<file path="src/rtl/pwm_dac_driver.sv">
// pwm_dac_driver: period-aligned PWM driver with a one-deep sample buffer, period_start pulse and sticky underrun flag
module pwm_dac_driver #(
  parameter int WIDTH = 8,
  parameter int PRESCALE = 1
) (
  input  logic             clk,
  input  logic             rst,
  input  logic [WIDTH-1:0] din,
  input  logic             din_valid,
  output logic             din_ready,
  input  logic             underrun_clr,
  output logic             pwm_out,
  output logic             period_start,
  output logic             underrun
);
  localparam int PW = PRESCALE > 1 ? $clog2(PRESCALE) : 1;
  localparam logic [PW-1:0] PMAX = PW'(PRESCALE - 1);
  logic [PW-1:0] pre_cnt;
  logic [WIDTH-1:0] cnt, duty, hold;
  logic hold_full, tick, bnd;
  assign tick = pre_cnt == PMAX;
  assign bnd = tick && &cnt;
  assign din_ready = ~hold_full;
  always_ff @(posedge clk or posedge rst)
    if (rst) begin
      pre_cnt <= '0;
      cnt <= '0;
      duty <= '0;
      hold <= '0;
      hold_full <= 1'b0;
      underrun <= 1'b0;
      pwm_out <= 1'b0;
      period_start <= 1'b0;
    end else begin
      pre_cnt <= tick ? '0 : pre_cnt + 1'b1;
      cnt <= tick ? cnt + 1'b1 : cnt;
      if (bnd && hold_full) begin
        duty <= hold;
        hold_full <= 1'b0;
      end else if (din_valid && !hold_full) begin
        hold <= din;
        hold_full <= 1'b1;
      end
      underrun <= (bnd && !hold_full) || (underrun && !underrun_clr);
      pwm_out <= cnt < duty;
      period_start <= bnd;
    end
endmodule

</file>
<file path="config.mk">
export PLATFORM = sky130hd
export DESIGN_NAME = pwm_dac_driver
export DESIGN_NICKNAME = d
export VERILOG_FILES = /design/src/rtl/pwm_dac_driver.sv
export SDC_FILE = /design/constraint.sdc
export NUM_CORES = 1
export LEC_CHECK = 0
export ABC_AREA = 0
export CORE_MARGIN = 1
export CORE_UTILIZATION = 48
export DETAILED_ROUTE_END_ITERATION = 8
export PLACE_DENSITY = 0.83
export RECOVER_POWER = 50
export SLEW_MARGIN = 25
export SYNTH_ARGS = -nofsm -noshare
export SYNTH_HDL_FRONTEND = slang
export SYNTH_SLANG_ARGS = --single-unit
</file>
<file path="constraint.sdc">
create_clock -name clk -period 1.7 [get_ports clk]
set_input_delay 0.255 -clock clk [delete_from_list [all_inputs] [get_ports clk]]
set_output_delay 0.255 -clock clk [all_outputs]
set_load 0.005 [all_outputs]
</file>
==> results.yml, run 1 <==
cells_and_area:
  fin_util_pct: 62.2
  num_antenna_cells: 0
  nFillCells: 187
  drive_above_1_share_pct: 23.0
  layout.nets: 143
  syn2layout_area_growth_pct: 23.2
critical_path:
  endpoint_kind: "output pin"
  crit_type: "reg2out"
  r2r_cells: 4
  slowest_delay_ps: 510
  crit_fanout: 3
  cp_slowest_cell: "clkdlybuf4s50_1"
  arrival_ps: 1380
  start_kind: "register"
  required_ps: 1440
  cp_cell_sequence: "inv_1 -> clkdlybuf4s50_1"
logic_synthesis:
  ys.flop_type: "dfrtp_1"
  yosysWarnings: 0
  synth-seq-cells: 28
  synth_edf_count: 0
  syn-num-nets: 118
  synth_seq_area_share_pct: 56.6
  synth_cells: 98
  ys_types: 19
  syn_avg_cell_area_sq_um: 12.6
  syn-cell-area_sq_mm: 0.00124
  async_flop_share_pct: 100
worst_hold_path:
  holdCritPathClass: "in2reg"
  holdPathStages: 2
global_route:
  grt_start_max_net_pins: 29
  grt_pass1_vias: 782
  track_usage_pct: 17.4
  grt_pass1_wl_um: 3490
  gr-total-overflow: 0
  antenna_found_initial: 0
routing:
  firstDrtPassIters: 2
  drt_iter0_drc: 2
  drt_wl_total_um: 1930
  wl_per_cell_um: 12.7
  viasPerCell: 4.97
  vias: 755
  ant_nets: 0
  drc: 0
sta:
  final.setup.tns_ps: 0
  relSlewSlack_pct: 55.3
  hold_viol: 0
  holdWs_ps: 476
  fmax_mhz: 613
  finalCriticalPeriod_ps: 1630
  fin_worst_skew_ps: 1.17
  post-route-period-util_pct: 96.0
  worst_slew_pin_slew_ps: 670
  setup_viol_count_final: 0
  fin_ws_ps: 67.4
  slew_viol_final: 0
clocking:
  cts.sinks: 28
  clkTransAtPathRegs_ps: 140
  clock_latency_ps: 320
  ctsLongestPathBuffers: 2
  cts_buffers: 3
  htreeDepth: 1
  cts_tree: "done"
  clockRootBuffer: "clkbuf_4"
  hold_buffers: 0
pwr:
  leakage_nw: 0.719
  p_total_mw: 1.18
  ir_drop_mv: 0.810
  power.density_mw_per_mm2: 773
die:
  die-area_sq_mm: 0.00279
  ios: 16
  design.core.area_sq_mm: 0.00245
  fp.dieW_um: 52.8
  start_util_pct: 50.5
  die_y_um: 52.8
  num_rows: 18
placement:
  dp_hpwl_um: 1470
  place_congestion: 0.767
  port_buffers: 15
  pre_cts_slack_ps: 53.3
outcome:
  status: "finished, final reports clean"
job:
  maxCapViolCount: 0
## cell usage after synthesis (all sizes together) (2+ instances only)
master | count | share of area [%]
xor2 | 4 | 2.8
inv | 12 | 3.6
mux2 | 16 | 15
ha | 8 | 8.1
nor2 | 7 | 2.1
nand4 | 2 | 1.5
a21oi | 4 | 1.6
xnor2 | 2 | 1.4
nor2b | 2 | 1.0
nand2 | 3 | 0.91
nand3 | 5 | 2.4
dfrtp | 28 | 57
## where the power goes
part | switching (mW) | internal [mW] | total, mW
logic | 0.0209 | 0.0385 | 0.0595
clock network | 0.183 | 0.238 | 0.422
registers | 0.0113 | 0.688 | 0.699
total | 0.216 | 0.965 | 1.18
## state kept, by name, indices dropped and copies added (netlist names)
| name | cells |
|---|---|
| pwm_out | 1 |
| duty | 8 |
| period_start | 1 |
| hold_full | 1 |
| hold | 8 |
| underrun | 1 |
| cnt | 8 |
## per-stage QoR
stage | instance area, sq um | std cells
after floorplan | 1240 | 98
after global placement | 1450 | 146
after detailed placement | 1450 | 146
after CTS | 1510 | 150
after global routing | 1530 | 152
final | 1530 | 152
## logic make-up (layout without fill, tap and decap cells)
| logic type | Yosys count | after routing | synth area share, % |
|---|---|---|---|
| flops | 28 | 28 | 56.6 |
| simple gates | 20 | 20 | 9.29 |
| mux | 16 | 16 | 14.5 |
| buf+inv | 13 | 37 | 3.94 |
| fa+ha+maj | 8 | 8 | 8.08 |
| compound gates | 7 | 7 | 3.33 |
| xor+xnor | 6 | 6 | 4.24 |
## worst max-delay path: cells and delay by family, from the launching register on
family                 cells  cell delay (ps)
buffers and inverters      2              630
DFF                        1              420
## final timing paths
kind | slack [ps] | end | from
worst max-delay path | 70 | din_ready | hold_full
worst min-delay path | 480 | underrun | underrun_clr
worst max register to register | 160 | duty[1] | cnt[4]
worst min register to register | 520 | underrun | hold_full
max in group asynchronous | 740 | underrun | rst
min in group asynchronous | 530 | hold[0] | rst
## per-layer routing
| layer | routed length [um] | track usage [%] | vias up |
|---|---|---|---|
| li1 | - | - | 376 |
| met1 | 870 | 21.7 | 364 |
| met2 | 983 | 30.0 | 13 |
| met3 | 61 | 5.22 | 2 |
| met4 | 12 | 2.63 | 0 |
| met5 | 0 | 0 | - |
## final cells by class
| class | count | area [sq um] | area share [%] |
|---|---|---|---|
| clock buffers | 3 | 22.5 | 1.48 |
| clock inverters | 1 | 30.0 | 1.97 |
| inverters | 12 | 45.0 | 2.95 |
| multi-input cells | 57 | 489 | 32.0 |
| flip-flops and latches | 28 | 701 | 45.9 |
| well taps | 30 | 37.5 | 2.46 |
| repair buffers | 21 | 201 | 13.2 |
## cell usage in the layout (no fill, tap or decap), types with 3 or more instances in the layout
cell	n
nand2_1	3
nor2_1	7
a21oi_1	4
dfrtp_1	28
nand3_1	4
clkdlybuf4s50_1	14
clkbuf_4	3
ha_1	8
buf_4	3
inv_1	12
mux2_2	16
xor2_1	4
## repair_timing
action	CTS	global route
setup buffers	0	2
endpoints found under the setup margin	0	9
resized for setup	0	0
(Power assumes the default switching activity.)
==> inputs of run 2 (changes only) <==
CELL_PAD_IN_SITES_DETAIL_PLACEMENT = 1   (was not set)
CELL_PAD_IN_SITES_GLOBAL_PLACEMENT = 1   (was not set)
CORE_UTILIZATION = 39   (was 48)
CTS_CLUSTER_SIZE = 8   (was not set)
==> run 2 against run 1 <==
  * Setup slack better by 51 ps
  * Non-clock buffer count is 2 higher
  * Clock skew hardly changed
  * Final cell count is 11% higher
  * Flip-flop and latch count stayed put
  * Via count is 4.1% higher
  * Routed wire length is 21% higher
  * Critical endpoint unchanged
==> results.yml, run 2 (synthesis gave the netlist of run 1 again) <==
pwr:
  power.density_mw_per_mm2: 700
  power_frac_seq_pct: 64.7
  clockPowerShare_pct: 29.8
  sw_frac_of_total_pct: 20.6
  ir_drop_mv: 0.505
  p_switching_mw: 0.223
  power.internal_mw: 0.858
  leakage_nw: 0.719
  p_comb_share_pct: 5.5
clocking:
  cts.sinks: 28
  clock_latency_ps: 320
  cts_tree: "done"
  hold_buffers: 0
  htreeDepth: 1
  ctsLongestPathBuffers: 2
  cts_buffers: 3
  clkTransAtPathRegs_ps: 150
  clockRootBuffer: "clkbuf_4"
critical_path:
  endpoint_kind: "output pin"
  crit_fanout: 2
  start_kind: "register"
  arrival_ps: 1330
  cp_cell_sequence: "inv_2 -> clkdlybuf4s50_1"
  required_ps: 1440
  rr_startpoint: "cnt[1]"
  crit_type: "reg2out"
  cp_slowest_cell: "clkdlybuf4s50_1"
  rrSetupSlack_ps: 130
  slowest_delay_ps: 500
  startpoint: "hold_full"
  path_delay_family: "buffers and inverters"
  crit_buf_inv: 2
outcome:
  status: "finished, final reports clean"
sta:
  worst_slew_pin_slew_ps: 684
  post-route-period-util_pct: 93.0
  fin_ws_ps: 119
  relSlewSlack_pct: 54.4
  rsz0062_at_grt: "false"
  slew_viol_final: 0
  fin_worst_skew_ps: 1.21
  final.setup.tns_ps: 0
  hold_viol: 0
  finalCriticalPeriod_ps: 1580
  fmax_mhz: 632
  setup_viol_count_final: 0
routing:
  wl_per_cell_um: 13.8
  drt_iter0_drc: 6
  drc: 0
  firstDrtPassIters: 3
  ant_nets: 0
  viasPerCell: 4.68
  vias: 786
  drt_wl_total_um: 2320
job:
  maxCapViolCount: 0
die:
  fp.dieW_um: 58.4
  design.core.area_sq_mm: 0.00303
  die-area_sq_mm: 0.00341
  num_rows: 20
  start_util_pct: 40.9
  die_y_um: 58.4
  ios: 16
cells_and_area:
  num_antenna_cells: 0
  layout.nets: 145
  reg_top3: "cnt: 8 flops, duty: 8 flops, hold: 8 flops"
  final_cell_mix: "dfrtp_1 (28), mux2_2 (16), clkdlybuf4s50_1 (14)"
  stdcell_count: 168
  syn2layout_area_growth_pct: 24.5
  nFillCells: 346
  drive_above_1_share_pct: 25.0
  fin_area_sq_mm: 0.00154
  layout_commonest_cell: "dfrtp_1"
global_route:
  gr-total-overflow: 0
  grt_start_max_net_pins: 29
  antenna_found_initial: 0
  grt_pass1_vias: 896
  grt_pass1_wl_um: 4040
  track_usage_pct: 16.2
placement:
  placed_cell_area_sq_mm: 0.00149
  port_buffers: 15
  place_inst: 162
  place_congestion: 0.831
  dp_hpwl_um: 1640
  pre_cts_slack_ps: 27.9
worst_hold_path:
  hold_start: "underrun_clr"
  holdCritPathClass: "in2reg"
[run 2: timing repair]
item,4_1_cts,5_1_grt
pin swaps,1,1
hold endpoints to repair,0,0
resized for setup,0,1
buffers inserted,1,1
endpoints found under the setup margin,3,9
[run 2: power by group through the flow]
stage	sequential, mW	clock, mW	combinational [mW]
after floorplan	0.707	0	0.0296
after global placement	0.711	0	0.0593
after detailed placement	0.712	0	0.0621
after CTS	0.700	0.333	0.0624
after global routing	0.702	0.356	0.0672
final	0.699	0.322	0.0593
[run 2: area by class of cell]
type                       count  area, sq um  area share, %
inverter                      12         45.0           2.92
multi-input combinational     57          489           31.7
sequential                    28          701           45.4
timing repair buffer          23          216           14.0
clock buffer                   4         36.3           2.35
tap                           44         55.1           3.57
[run 2: per-stage QoR]
| step | util, % | hold WS, ps | power (mW) |
|---|---|---|---|
| finish | 51.0 | 488 | 1.08 |
| global route | 51.0 | 491 | 1.12 |
| CTS | 50.5 | 284 | 1.09 |
| detailed placement | 49.0 | 490 | 0.775 |
| global placement | 49.0 | 486 | 0.770 |
| floorplan | - | 320 | 0.737 |
[run 2: path summary, 6_finish.rpt]
path | endpoint | depth (start not counted)
max | din_ready | 2
min | underrun | 2
max reg2reg | duty[5] | 5
min reg2reg | hold[5] | 1
max in group asynchronous | cnt[6] | 3
min in group asynchronous | duty[1] | 3
[run 2: layer usage]
| layer | share of wire (%) | vias to the layer above | GRT usage (%) |
|---|---|---|---|
| met5 | 0 | - | 0 |
| met2 | 52 | 10 | 26.8 |
| met1 | 45 | 392 | 20.5 |
| met3 | 2.3 | 2 | 2.42 |
| li1 | - | 382 | - |
| met4 | 0.47 | 0 | 8.84 |
==> inputs of run 3 (changes only) <==
--- a/config.mk
+++ b/config.mk
@@ -14,2 +14,3 @@
 export DETAILED_ROUTE_END_ITERATION = 8
+export GPL_TIMING_DRIVEN = 0
 export PLACE_DENSITY = 0.83
--- a/constraint.sdc
+++ b/constraint.sdc
@@ -3,2 +3,2 @@
 set_output_delay 0.255 -clock clk [all_outputs]
-set_load 0.005 [all_outputs]
+set_load 0.01 [all_outputs]
==> run 3 against run 2 <==
  * Combinational power down 1%
  * Critical endpoint is now duty[6]
  * Count of clock-buffer cells in the layout unchanged
  * Largest power group unchanged
  * Routed wire length down 8.1%
  * Flip-flop and latch count unchanged
  * Highest routed layer unchanged
  * Total power up 0.32%
  * Final cell count down 3.0%
  * Sequential share of layout area up 0.37 points
==> results.yml, run 3 (synthesis gave the netlist of run 1 again) <==
outcome:
  status: "finished, final reports clean"
routing:
  vias: 775
  drt_wl_total_um: 2140
  ant_nets: 0
  wl_per_cell_um: 13.1
  firstDrtPassIters: 3
  drt_iter0_drc: 10
  viasPerCell: 4.75
  drc: 0
sta:
  fin_worst_skew_ps: 11.5
  holdWs_ps: 478
  finalCriticalPeriod_ps: 1620
  setup_viol_count_final: 0
  slew_viol_final: 0
  hold_viol: 0
  fin_ws_ps: 76.6
  post-route-period-util_pct: 95.5
  worst_slew_pin_slew_ps: 1040
  fmax_mhz: 616
  relSlewSlack_pct: 30.6
worst_hold_path:
  hold_start: "underrun_clr"
  holdCritPathClass: "in2reg"
  worstHoldEndpoint: "underrun"
  holdPathStages: 2
cells_and_area:
  drive_above_1_share_pct: 21.8
  num_antenna_cells: 0
  layout.nets: 140
  syn2layout_area_growth_pct: 23.5
  nFillCells: 331
  fin_area_sq_mm: 0.00153
  multi_input_comb_area_sq_um: 509
  reg_top3: "cnt: 8 flops, duty: 8 flops, hold: 8 flops"
  layout_commonest_cell: "dfrtp_1"
  final_cell_mix: "dfrtp_1 (28), mux2_2 (16), clkdlybuf4s50_1 (13)"
  seqCellArea_sq_um: 701
placement:
  port_buffers: 15
  dp_hpwl_um: 1580
  pre_cts_slack_ps: -103
  placed_cell_area_sq_mm: 0.00144
  place_congestion: 0.766
die:
  ios: 16
  num_rows: 20
  fp.dieW_um: 58.4
  design.core.area_sq_mm: 0.00303
  start_util_pct: 40.9
  die-area_sq_mm: 0.00341
  die_y_um: 58.4
critical_path:
  arrival_ps: 1850
  crit_fanout: 9
  r2r_cells: 5
  crit_type: "reg2reg"
  endpoint_kind: "register"
  cp_cell_sequence: "ha_4 -> nand3_4 -> nor3_4 -> buf_12 -> mux2_2"
  start_kind: "register"
  crit_buf_inv: 1
  path_delay_family: "flip-flops"
  rrSetupSlack_ps: 80
  required_ps: 1930
  r2r_end: "duty[6]"
  cp_slowest_cell: "dfrtp_1"
  slowest_delay_ps: 480
  rr_startpoint: "cnt[1]"
global_route:
  grt_pass1_vias: 837
  antenna_found_initial: 0
  track_usage_pct: 14.8
  grt_start_max_net_pins: 29
  gr-total-overflow: 0
  grt_pass1_wl_um: 3680
pwr:
  leakage_nw: 0.722
  ir_drop_mv: 0.488
  p_total_mw: 1.08
  power.density_mw_per_mm2: 708
clocking:
  htreeDepth: 1
  ctsLongestPathBuffers: 2
  clockRootBuffer: "clkbuf_4"
  hold_buffers: 0
  cts_buffers: 3
  cts_tree: "done"
  clkTransAtPathRegs_ps: 150
  cts.sinks: 28
  clock_latency_ps: 330
job:
  maxCapViolCount: 0
[run 3: stage by stage]
step                      utilization [%]  TNS, ps  instances
after global routing                 50.5    -27.0        163
after detailed placement             47.7    -1330        157
after CTS                            49.5        0        162
after global placement               47.7     -804        157
after floorplan                         -        0         98
final                                50.5        0        163
[run 3: area by class of cell]
cell class                      instances  area share [%]
Timing Repair Buffer                   17            11.8
Buffer                                  1           0.245
Sequential cell                        28            45.8
Inverter                               12            2.94
Clock buffer                            4            2.37
Multi-Input combinational cell         57            33.3
Tap cell                               44            3.60
[run 3: worst max path at each step]
stage | from | endpoint | slack, ps | cells past startpoint
3_3_place_gp | cnt[0] | duty[0] | -60 | 4
3_5_place_dp | din_valid | hold[2] | -100 | 4
5_1_grt | cnt[1] | duty[7] | -10 | 5
4_1_cts | hold_full | din_ready | 5 | 2
2_1_floorplan | cnt[0] | duty[0] | 140 | 4
6_report | cnt[1] | duty[6] | 80 | 5
[run 3: worst register-to-register path, stage by stage, from the launching register on]
cell and delay (ps):
dfrtp_1 480, ha_4 190, nand3_4 120, nor3_4 240, buf_12 150, mux2_2 330
[run 3: report_power, final]
part	internal, mW	total (mW)	switching (mW)
clock	0.131	0.327	0.196
sequential	0.688	0.698	0.0101
combinational	0.0377	0.0585	0.0208
[run 3: repair_timing]
action                     in CTS  in global routing
cloned                          0                  0
setup endpoints to repair       8                  6
pin swaps                       1                  1
gates resized for setup         0                  4
buffers inserted                1                  1
[run 3: per-layer routing]
metal / GRT usage [%] / vias to the layer above / routed length [um]
met5: 0 / - / 0
met4: 6.12 / 0 / 35
met3: 2.64 / 5 / 47
met2: 26.3 / 11 / 1130
met1: 17.8 / 385 / 921
li1: - / 374 / -
